**src/rtl/bc_polinomio.sv**
```systemverilog
// Control unit for the Horner polynomial datapath: sequences selects, loads and
// the ULA operation so that R2 ends up holding y = (A*x + B)*x + C.
module bc_polinomio #(
    parameter int unsigned ULA_LAT = 1
) (
    input  logic       clk,
    input  logic       rst,
    input  logic       iniciar,
    output logic [1:0] M0,
    output logic [1:0] M1,
    output logic [1:0] M2,
    output logic       LX,
    output logic       LH,
    output logic       LS,
    output logic       H,
    output logic       ocupado,
    output logic       pronto,
    output logic [2:0] estado
);

    typedef enum logic [2:0] {
        OCIOSO  = 3'd0,
        CARREGA = 3'd1,
        MUL_A   = 3'd2,
        SOMA_B  = 3'd3,
        MUL_X   = 3'd4,
        SOMA_C  = 3'd5,
        PRONTO  = 3'd6
    } estado_t;

    localparam logic [2:0] LAT = 3'(ULA_LAT);

    estado_t    estado_q, estado_d;
    logic [2:0] cnt_q, cnt_d;
    logic [1:0] m0_q, m0_d, m1_q, m1_d, m2_q, m2_d;
    logic       lx_q, lx_d, lh_q, lh_d, ls_q, ls_d, h_q, h_d;
    logic       ocupado_q, ocupado_d, pronto_q, pronto_d;
    logic       op_last, load_d;

    // Next state; the counter restarts at 0 whenever an op state is entered.
    always_comb begin
        estado_d = estado_q;
        cnt_d    = '0;
        op_last  = (cnt_q == LAT);
        case (estado_q)
            OCIOSO:  if (iniciar) estado_d = CARREGA;
            CARREGA: estado_d = MUL_A;
            MUL_A:   if (op_last) estado_d = SOMA_B; else cnt_d = cnt_q + 3'd1;
            SOMA_B:  if (op_last) estado_d = MUL_X;  else cnt_d = cnt_q + 3'd1;
            MUL_X:   if (op_last) estado_d = SOMA_C; else cnt_d = cnt_q + 3'd1;
            SOMA_C:  if (op_last) estado_d = PRONTO; else cnt_d = cnt_q + 3'd1;
            PRONTO:  estado_d = OCIOSO;
            default: estado_d = OCIOSO;
        endcase
    end

    // Outputs are decoded from the next state so they register alongside it.
    always_comb begin
        m0_d      = 2'b00;
        m1_d      = 2'b00;
        m2_d      = 2'b00;
        lx_d      = 1'b0;
        lh_d      = 1'b0;
        ls_d      = 1'b0;
        h_d       = 1'b0;
        pronto_d  = 1'b0;
        ocupado_d = (estado_d != OCIOSO);
        load_d    = (cnt_d == LAT);
        case (estado_d)
            CARREGA: lx_d = 1'b1;
            MUL_A: begin
                m0_d = 2'b01; h_d = 1'b1; lh_d = load_d;
            end
            SOMA_B: begin
                m0_d = 2'b10; m1_d = 2'b10; m2_d = 2'b01; lh_d = load_d;
            end
            MUL_X: begin
                m1_d = 2'b10; h_d = 1'b1; lh_d = load_d;
            end
            SOMA_C: begin
                m0_d = 2'b11; m1_d = 2'b10; m2_d = 2'b01; ls_d = load_d;
            end
            PRONTO:  pronto_d = 1'b1;
            default: ;
        endcase
    end

    always_ff @(posedge clk or negedge rst) begin
        if (!rst) begin
            estado_q  <= OCIOSO;
            cnt_q     <= '0;
            m0_q      <= '0;
            m1_q      <= '0;
            m2_q      <= '0;
            lx_q      <= 1'b0;
            lh_q      <= 1'b0;
            ls_q      <= 1'b0;
            h_q       <= 1'b0;
            ocupado_q <= 1'b0;
            pronto_q  <= 1'b0;
        end else begin
            estado_q  <= estado_d;
            cnt_q     <= cnt_d;
            m0_q      <= m0_d;
            m1_q      <= m1_d;
            m2_q      <= m2_d;
            lx_q      <= lx_d;
            lh_q      <= lh_d;
            ls_q      <= ls_d;
            h_q       <= h_d;
            ocupado_q <= ocupado_d;
            pronto_q  <= pronto_d;
        end
    end

    assign M0      = m0_q;
    assign M1      = m1_q;
    assign M2      = m2_q;
    assign LX      = lx_q;
    assign LH      = lh_q;
    assign LS      = ls_q;
    assign H       = h_q;
    assign ocupado = ocupado_q;
    assign pronto  = pronto_q;
    assign estado  = estado_q;

endmodule

```
**config.mk**
```make
export PLATFORM = sky130hd
export DESIGN_NAME = bc_polinomio
export DESIGN_NICKNAME = d
export VERILOG_FILES = /design/src/rtl/bc_polinomio.sv
export SDC_FILE = /design/constraint.sdc
export NUM_CORES = 1
export LEC_CHECK = 0
export BUFFER_PORTS_ARGS = -buffer_cell sky130_fd_sc_hd__buf_2
export CORE_MARGIN = 2
export CORE_UTILIZATION = 52
export DETAILED_ROUTE_END_ITERATION = 8
export PLACE_DENSITY_LB_ADDON = 0.3
export RECOVER_POWER = 50
export SYNTH_ARGS = -nofsm -noshare
export SYNTH_HDL_FRONTEND = slang
export SYNTH_SLANG_ARGS = --single-unit
```
**constraint.sdc**
```tcl
create_clock -name clk -period 3.1 [get_ports clk]
set_input_delay 0.62 -clock clk [delete_from_list [all_inputs] [get_ports clk]]
set_output_delay 0.62 -clock clk [all_outputs]
set_load 0.1 [all_outputs]
```
==> impl_results.md <==
* CTS tree: built
* CP Launch Type: flip-flop
* Die extent in x at 41.7 µm
* Final net count at 93
* F_max at 0.518 GHz
* Async SR Flop Fraction at 1.00
* Initial Util at 0.560
* GRT Overall Usage at 0.169
* Pins over their slew limit at 0
* Total core area at 0.00132 mm²
* Synth area leaders: dfrtp_1 (54%), nor2_1 (5.1%), nand2_1 (3.6%), ha_1 (3.4%), xor2_1 (2.4%)
* Layout cells sized above 1 at 0.276
* Final-report setup violation count at 0
* Worst path cell trace: buf_2
* CTS buffer count at 3
* Largest delay share family, worst path: flip-flops
* DRC viols at 0
* Initial antenna violation count at 0
* Total gr overflow at 0
* Routed wire length at 1.32 mm
* Wire per inst at 13.0 µm
* Worst clock skew at 0.000779 ns
* Cts hold-fix bufs at 0
* Number of global-route vias before repair at 501
* Largest net degree at the start of global routing at 17
* Critical path type: reg -> out
* Post-CTS sizing at 0
* Via-to-Cell Ratio at 5.25
* Most common cell after layout, fill and taps aside: dfrtp_1
* Final Hold Vio Count at 0
* Final GP Congestion at 0.750
* Multi-input logic area at 299 µm²
* Slowest-stage cell, CP: dfrtp_1
* CTS Buffer Depth at 2
* RSZ-0062 raised after global routing: false
* Synth Area per Inst at 10.3 µm²
* Final Worst Setup Slack at 1.17 ns
* YS warnings at 0
* Fillers at 106
* Most used DFF post-synth: dfrtp_1
* CTS root buf: clkbuf_4
* Worst path max stage delay at 0.53 ns
* Vias at 535
* Sum of buffers and inverters on the critical path at 1
* Iteration-0 DRC Markers at 6
* WP data required at 2.48 ns
* Clock Pin Slew Worst Setup and Hold Paths at 0.09 ns
* CTS H-tree lvls at 1
* Fin crit period at 1.93 ns
* Slew margin rel. at 0.451
* Layout area overhead at 13.7%
* Commonest cells after routing, fill and taps aside: dfrtp_1 (16), buf_2 (14), nor2_1 (10), nand2_1 (7)
* DP Area at 807 µm²
* CTS sink count at 16
* Status: finished, final reports clean
* Unique cell type count in the Yosys netlist at 34
* Overall die height at 41.7 µm
* Min-delay worst type: in -> async
* Worst slew pin tran at 0.824 ns
* Crit path max fanout at 11
* Sequential cell area at 400 µm²
* Routed Antenna Nets at 0
* Finished Cell Area at 840 µm²
* Crit path depth at 1
* Drt pass-1 iters at 4
* TNS Setup at 0 ns
* Yosys reg bits at 16
* PortBufs at 15
* Final clock period utilization by the worst path at 0.623
* First-pass GRT wire length at 2.16 mm
* N_diodes at 0
* FF-to-FF path depth at 5
* Post-CTS setup buffers at 0
* Seq/Total Area, Yosys at 0.542
* Die area at 0.00174 mm²
* Synthesized cell area at 738 µm²
* Max-cap viol count at 0
* Setup WS pre-CTS at 1.21 ns
* WP data arrival at 1.31 ns
* Clock Latency Late Sink at 0.28 ns
* Syn Inst Count at 72
* Share of the synthesized area in the top cell type at 0.542
* Detailed placement HPWL at 1.00 mm
* Crit path capture type: output pin
* IO Count at 18
* EDFF count, synth at 0
* # rows at 13
* Synth area leader: dfrtp_1
[sequential cells by signal, summed over array words and instances (netlist names)]
name and flops:
H 1, pronto 1, LX 1, estado 3, M1 1, LH 1, LS 1, M0 2
cnt_q 3, M2 1, ocupado 1
[area by class of cell]
class	instances	area share
clock buffers	4	0.0432
inverters	3	0.0134
multi-input cells	49	0.356
well taps	15	0.0224
repair buffers	15	0.0879
flip-flops and latches	16	0.477
[metal layers]
layer  share of wire  GRT usage  vias to the layer above
met5               0          0                        -
met4          0.0068     0.0387                        0
met3           0.056     0.0652                        2
met2            0.51      0.309                       15
met1            0.43      0.182                      251
li1                -          -                      267
[stage by stage]
stage                     hold WS [ns]  utilization  instances
after floorplan                  0.324            -         73
after global placement           0.512        0.613         98
after detailed placement         0.547        0.613         98
after CTS                        0.234        0.640        102
after global routing             0.493        0.637        102
final                            0.399        0.637        102
[cell usage after synthesis (2+ instances only)]
library cell   n
or3_1          2
ha_1           2
dfrtp_1       16
a21oi_1        2
xor2_1         2
o21ai_0        3
inv_1          2
nor2_1        10
nand2_1        7
buf_4          2
[worst paths after layout]
path                                startpoint                 end  slack [ns]
max                        estado[2]$_DFF_PN0_           estado[2]        1.17
min                                        rst    pronto$_DFF_PN0_        0.40
max reg2reg                estado[1]$_DFF_PN0_   ocupado$_DFF_PN0_        1.20
min reg2reg                 cnt_q[0]$_DFF_PN0_  cnt_q[0]$_DFF_PN0_        0.54
max in group asynchronous                  rst  cnt_q[1]$_DFF_PN0_        2.19
min in group clk            cnt_q[0]$_DFF_PN0_  cnt_q[0]$_DFF_PN0_        0.54
[cells by family (layout without fill, tap and decap cells)]
group / Yosys count / count (layout) / share of synthesized area
simple gates: 31 / 31 / 0.232
other cells: 1 / 2 / 0.00508
xor+xnor: 3 / 3 / 0.0356
buf+inv: 8 / 22 / 0.0542
fa+ha+maj: 2 / 2 / 0.0339
mux: 1 / 1 / 0.0153
flops: 16 / 16 / 0.542
compound gates: 10 / 10 / 0.0814
Power is left out: the tool's default activity adds up to more than one toggle a clock period on the data nets, which glitch-free logic cannot reach.
